### src/rtl/commit_buffer_v2.sv
//------------------------------------------------------------------------------
// Module   : commit_buffer_v2
// Purpose  : Eight-entry in-order commit buffer, 2-wide alloc/writeback/retire.
// Revision : 2.0
//------------------------------------------------------------------------------
`default_nettype none

module commit_buffer_v2 #(
  parameter int DEPTH = 8,
  parameter int DW    = 16
) (
  input  logic          clock,
  input  logic          reset,
  input  logic          flush,
  input  logic          alloc_valid0,
  input  logic          alloc_valid1,
  input  logic          alloc_writes0,
  input  logic          alloc_writes1,
  input  logic [2:0]    alloc_dest0,
  input  logic [2:0]    alloc_dest1,
  output logic          alloc_ready,
  output logic [2:0]    alloc_tag0,
  output logic [2:0]    alloc_tag1,
  input  logic          wb_valid0,
  input  logic          wb_valid1,
  input  logic [2:0]    wb_tag0,
  input  logic [2:0]    wb_tag1,
  input  logic [DW-1:0] wb_data0,
  input  logic [DW-1:0] wb_data1,
  output logic          commit_we0,
  output logic          commit_we1,
  output logic [2:0]    commit_addr0,
  output logic [2:0]    commit_addr1,
  output logic [DW-1:0] commit_data0,
  output logic [DW-1:0] commit_data1,
  output logic [1:0]    commit_count,
  output logic          empty,
  output logic          full
);

  localparam logic [3:0] c_ALLOC_LIMIT = 4'd7;

  logic [DEPTH-1:0] r_valid;
  logic [DEPTH-1:0] r_done;
  logic [DEPTH-1:0] r_writes;
  logic [2:0]       r_dest [DEPTH];
  logic [DW-1:0]    r_data [DEPTH];
  logic [3:0]       r_head;
  logic [3:0]       r_tail;
  logic [3:0]       r_count;

  logic [2:0] w_h0;
  logic [2:0] w_h1;
  logic [2:0] w_t0;
  logic [2:0] w_t1;
  logic       w_ret0;
  logic       w_ret1;
  logic [1:0] w_ret_n;
  logic       w_alloc0;
  logic       w_alloc1;
  logic [1:0] w_alloc_n;

  assign w_h0 = r_head[2:0];
  assign w_h1 = r_head[2:0] + 3'd1;
  assign w_t0 = r_tail[2:0];
  assign w_t1 = r_tail[2:0] + 3'd1;

  // Retirement is decided purely from registered state: no wb->commit bypass.
  assign w_ret0  = r_valid[w_h0] & r_done[w_h0];
  assign w_ret1  = w_ret0 & r_valid[w_h1] & r_done[w_h1];
  assign w_ret_n = w_ret1 ? 2'd2 : (w_ret0 ? 2'd1 : 2'd0);

  // Gated on the pre-edge count, so entries freed this edge cannot be reused.
  assign alloc_ready = (r_count < c_ALLOC_LIMIT);
  assign alloc_tag0  = w_t0;
  assign alloc_tag1  = w_t1;
  assign w_alloc0    = alloc_ready & alloc_valid0;
  assign w_alloc1    = w_alloc0 & alloc_valid1;
  assign w_alloc_n   = w_alloc1 ? 2'd2 : (w_alloc0 ? 2'd1 : 2'd0);

  assign empty = (r_head == r_tail);
  assign full  = (r_head[2:0] == r_tail[2:0]) && (r_head[3] != r_tail[3]);

  always_ff @(posedge clock) begin
    if (!reset) begin
      r_valid      <= '0;
      r_done       <= '0;
      r_writes     <= '0;
      for (int i = 0; i < DEPTH; i++) begin
        r_dest[i] <= '0;
        r_data[i] <= '0;
      end
      r_head       <= '0;
      r_tail       <= '0;
      r_count      <= '0;
      commit_we0   <= 1'b0;
      commit_we1   <= 1'b0;
      commit_addr0 <= '0;
      commit_addr1 <= '0;
      commit_data0 <= '0;
      commit_data1 <= '0;
      commit_count <= '0;
    end else if (flush) begin
      r_valid      <= '0;
      r_done       <= '0;
      r_head       <= '0;
      r_tail       <= '0;
      r_count      <= '0;
      commit_we0   <= 1'b0;
      commit_we1   <= 1'b0;
      commit_addr0 <= '0;
      commit_addr1 <= '0;
      commit_data0 <= '0;
      commit_data1 <= '0;
      commit_count <= '0;
    end else begin
      for (int i = 0; i < DEPTH; i++) begin
        // Later assignments win: port 1 over port 0, retire/alloc over writeback.
        if (wb_valid0 && (wb_tag0 == 3'(i)) && r_valid[i]) begin
          r_done[i] <= 1'b1;
          r_data[i] <= wb_data0;
        end
        if (wb_valid1 && (wb_tag1 == 3'(i)) && r_valid[i]) begin
          r_done[i] <= 1'b1;
          r_data[i] <= wb_data1;
        end
        if ((w_ret0 && (w_h0 == 3'(i))) || (w_ret1 && (w_h1 == 3'(i)))) begin
          r_valid[i] <= 1'b0;
          r_done[i]  <= 1'b0;
        end
        if (w_alloc0 && (w_t0 == 3'(i))) begin
          r_valid[i]  <= 1'b1;
          r_done[i]   <= 1'b0;
          r_writes[i] <= alloc_writes0;
          r_dest[i]   <= alloc_dest0;
        end
        if (w_alloc1 && (w_t1 == 3'(i))) begin
          r_valid[i]  <= 1'b1;
          r_done[i]   <= 1'b0;
          r_writes[i] <= alloc_writes1;
          r_dest[i]   <= alloc_dest1;
        end
      end

      commit_we0   <= w_ret0 & r_writes[w_h0];
      commit_addr0 <= w_ret0 ? r_dest[w_h0] : 3'd0;
      commit_data0 <= w_ret0 ? r_data[w_h0] : '0;
      commit_we1   <= w_ret1 & r_writes[w_h1];
      commit_addr1 <= w_ret1 ? r_dest[w_h1] : 3'd0;
      commit_data1 <= w_ret1 ? r_data[w_h1] : '0;
      commit_count <= w_ret_n;

      r_head  <= r_head + {2'b00, w_ret_n};
      r_tail  <= r_tail + {2'b00, w_alloc_n};
      r_count <= r_count + {2'b00, w_alloc_n} - {2'b00, w_ret_n};
    end
  end

endmodule

`default_nettype wire

### config.mk
export PLATFORM = sky130hd
export DESIGN_NAME = commit_buffer_v2
export DESIGN_NICKNAME = d
export VERILOG_FILES = /design/src/rtl/commit_buffer_v2.sv
export SDC_FILE = /design/constraint.sdc
export NUM_CORES = 1
export LEC_CHECK = 0
export CELL_PAD_IN_SITES_DETAIL_PLACEMENT = 2
export CELL_PAD_IN_SITES_GLOBAL_PLACEMENT = 2
export CORE_MARGIN = 8
export CORE_UTILIZATION = 35
export DETAILED_ROUTE_END_ITERATION = 8
export PLACE_DENSITY_LB_ADDON = 0.15
export RECOVER_POWER = 50
export SLEW_MARGIN = 20
export SYNTH_ARGS = -nofsm -noshare
export SYNTH_HDL_FRONTEND = slang
export SYNTH_SLANG_ARGS = --single-unit
### constraint.sdc
create_clock -name clock -period 3.43 [get_ports clock]
set_clock_uncertainty 0.15 [all_clocks]
set_input_delay 0.5145 -clock clock [delete_from_list [all_inputs] [get_ports clock]]
set_output_delay 0.5145 -clock clock [all_outputs]
set_load 0.005 [all_outputs]
==> flow_summary.json <==
{
  "status": "complete, but fails checks",
  "violations": "capacitance limit, slew limit",
  "ios": 104,
  "vias_per_cell": 5.747,
  "initial_core_util_pct": 35.45,
  "gp_congestion": 0.8149,
  "die-area_um2": 42260,
  "cts-root-buf": "clkbuf_16",
  "r2r_setup_slack_ns": 0.14,
  "synth-seq-cells": 230,
  "hold_depth": 2,
  "comb_power_share_pct": 7.9,
  "postCtsHoldBufs": 0,
  "power.internal_mw": 4.809,
  "area_growth_pct": 19.88,
  "crit_required_ns": 3.72,
  "fmax_mhz": 304.4,
  "syn_inst": 1145,
  "maxSlewViolCount": 16,
  "final_nets": 1333,
  "finalSetupTns_ns": 0,
  "synth_edf_count": 152,
  "hold_ws_ns": 0.3342,
  "syn_area_per_cell_um2": 10.99,
  "finalCritPeriodShare_pct": 95.78,
  "ys.warnings.count": 0,
  "period_minus_slack_ns": 3.285,
  "clockPowerShare_pct": 43.2,
  "seq_power_share_pct": 48.9,
  "cp-end-kind": "flip-flop",
  "die_h_um": 205.6,
  "finalHoldViolCount": 0,
  "final_common_cell": "nand2_1",
  "most-common-layout-cells": "236 x nand2_1, 152 x edfxtp_1, 85 x a21oi_1",
  "h-tree-depth": 1,
  "hp-class": "flip-flop to flip-flop",
  "setup_viol": 0,
  "clk_latency_ns": 0.55,
  "grt_first_pass_wirelength_um": 72670,
  "clkTransAtPathRegs_ns": 0.06,
  "grt_start_max_net_pins": 49,
  "powerDensity_nw_per_um2": 421.5,
  "cts.sinks": 230,
  "cts_resized": 0,
  "drtAntennaViolNets": 0,
  "arrival_ns": 3.57,
  "cp_max_fo": 8,
  "async_flop_share_pct": 0,
  "reg2reg_depth": 13,
  "rsz0062_at_grt": "false",
  "drtIter0Drc": 605,
  "min_to": "r_done[1]",
  "swShare_pct": 24.33,
  "drt-total-wl_um": 47760,
  "drc": 0,
  "ys_types": 64,
  "diodes": 0,
  "power.switching_mw": 1.547,
  "worst_r2r_startpoint": "r_head[0]",
  "start_kind": "flip-flop",
  "std_cell_rows": 69,
  "num_vias": 9971,
  "dp_hpwl_um": 32620,
  "post_cts_buffers": 0,
  "max_cap_violations": 1,
  "path_class": "flip-flop to flip-flop",
  "hp-start": "r_done[1]",
  "core_area_um2": 35480,
  "yosysSeqAreaShare_pct": 48.70,
  "max-slew-margin-rel_pct": -0.05541,
  "grt_overflow": 0,
  "cts_buffers": 27,
  "first_global_vias": 11074,
  "clk_path_buf_depth": 3,
  "grt.total_usage_pct": 22.75,
  "antenna_found_initial": 0,
  "wl_per_cell_um": 27.53,
  "synth_flop_cell": "edfxtp_1",
  "syn_area_um2": 12580,
  "drive_gt1_share_pct": 16.09,
  "cts_tree": "done",
  "drtPass1Iterations": 5,
  "tightest_slew_ns": 1.501,
  "port_buffers": 103,
  "die_w_um": 205.6,
  "r2r_end": "r_count[3]",
  "syn_nets": 1225,
  "p_leak_nw": 5.661,
  "ir_drop_mv": 0.3392
}
[sequential cells by signal, indices dropped and copies added (netlist names)]
register      count
commit_addr0      3
commit_data1     16
r_writes          8
commit_addr1      3
r_tail            4
commit_data0     16
commit_we0        1
r_data          128
r_dest           24
r_count           4
r_head            4
commit_count      2
commit_we1        1
r_done            8
r_valid           8
[layout make-up]
| cell class | instances | area, um2 |
|---|---|---|
| clock buffer | 41 | 738.2 |
| clock inverter | 9 | 71.32 |
| fill | 3659 | 20400 |
| inverter | 28 | 107.6 |
| multi-input combinational | 793 | 5954 |
| sequential | 230 | 6133 |
| tap | 461 | 576.8 |
| timing repair buffer | 173 | 1499 |
[power by group through the flow]
stage          sequential, mW  clock [mW]  combinational (mW)
2_1_floorplan            3.14           0               0.265
3_3_place_gp             3.15           0               0.497
3_5_place_dp             3.17           0               0.510
4_1_cts                  3.11        2.81               0.514
5_1_grt                  3.12        2.92               0.544
6_report                 3.11        2.74               0.503
[worst max-delay path by stage]
stage | startpoint | endpoint | slack [ns] | cells after the start
final | r_head[0] | r_count[3] | 0.14 | 13
after global routing | r_head[0] | r_count[3] | 0.02 | 13
after CTS | r_head[0] | r_count[3] | 0.1 | 13
after detailed placement | r_head[0] | r_count[3] | 0.11 | 13
after global placement | r_head[0] | r_count[3] | 0.20 | 13
after floorplan | r_head[1] | r_count[3] | 0.01 | 15
[synth_stat cells, types with 2 or more instances]
library cell | number | share of area [%]
a21o_1 | 2 | 0.12
nand3_1 | 28 | 1.1
dfxtp_1 | 78 | 12
o21ai_1 | 6 | 0.24
o22ai_1 | 5 | 0.25
mux2i_1 | 38 | 3.0
nor3_1 | 2 | 0.080
o221a_2 | 2 | 0.18
buf_2 | 24 | 0.95
fa_1 | 4 | 0.64
nor3b_1 | 2 | 0.12
or3_1 | 2 | 0.099
o21ai_0 | 66 | 2.6
inv_1 | 26 | 0.78
clkbuf_2 | 13 | 0.52
buf_4 | 7 | 0.42
buf_1 | 8 | 0.24
nor2_1 | 71 | 2.1
a21oi_1 | 86 | 3.4
ha_1 | 23 | 2.3
xor2_1 | 3 | 0.21
xnor2_1 | 7 | 0.49
a22o_1 | 33 | 2.3
edfxtp_1 | 152 | 36
a31o_2 | 2 | 0.14
mux2_2 | 6 | 0.54
and3_1 | 10 | 0.50
nand4_1 | 5 | 0.25
nand2_1 | 236 | 7.0
mux4_2 | 83 | 15
a311oi_1 | 4 | 0.28
o31ai_1 | 2 | 0.12
nor2b_1 | 11 | 0.55
and2_1 | 15 | 0.75
nand2b_1 | 9 | 0.45
clkbuf_1 | 41 | 1.2
a22oi_1 | 5 | 0.30
nand4b_1 | 2 | 0.14
[per-layer routing]
layer | global-route usage, % | part of all wire (%)
met5 | 0 | 0
met1 | 29.22 | 42
met4 | 5.438 | 2.4
met3 | 2.865 | 4.9
met2 | 40.22 | 50
[stage by stage]
step	utilization (%)	setup WS (ns)	instance area [um2]	total power, mW	std cells
6_report	42.50	0.1449	15080	6.356	1735
5_1_grt	42.50	0.01807	15080	6.578	1735
4_1_cts	42.77	0.09702	15170	6.432	1734
3_5_place_dp	40.48	0.1056	14370	3.675	1684
3_3_place_gp	40.48	0.1990	14370	3.649	1684
2_1_floorplan	-	0.01339	12630	3.401	1145
[critical path, cell delays in order, from the launching register on]
cell	delay [ns]
dfxtp_4	0.39
inv_2	0.08
ha_4	0.28
mux4_2	0.33
and2_4	0.17
or2_1	0.23
and2_4	0.18
fa_1	0.56
inv_1	0.05
ha_1	0.27
a21o_1	0.16
a21oi_2	0.14
xor2_1	0.15
nor2_1	0.06
[logic make-up (layout without fill, tap and decap cells)]
kind of cell / count (synthesis) / in the layout / share of synthesized area, %
AOI/OAI and AO/OA: 229 / 229 / 11.20
adders and majority gates: 27 / 27 / 2.924
xor gates and xnor gates: 10 / 10 / 0.6963
buffers and inverters: 122 / 251 / 4.297
and+or+nand+nor: 400 / 400 / 13.77
DFF: 230 / 230 / 48.70
muxes: 127 / 127 / 18.42
Note: power is estimated with default switching activity, not from simulation.
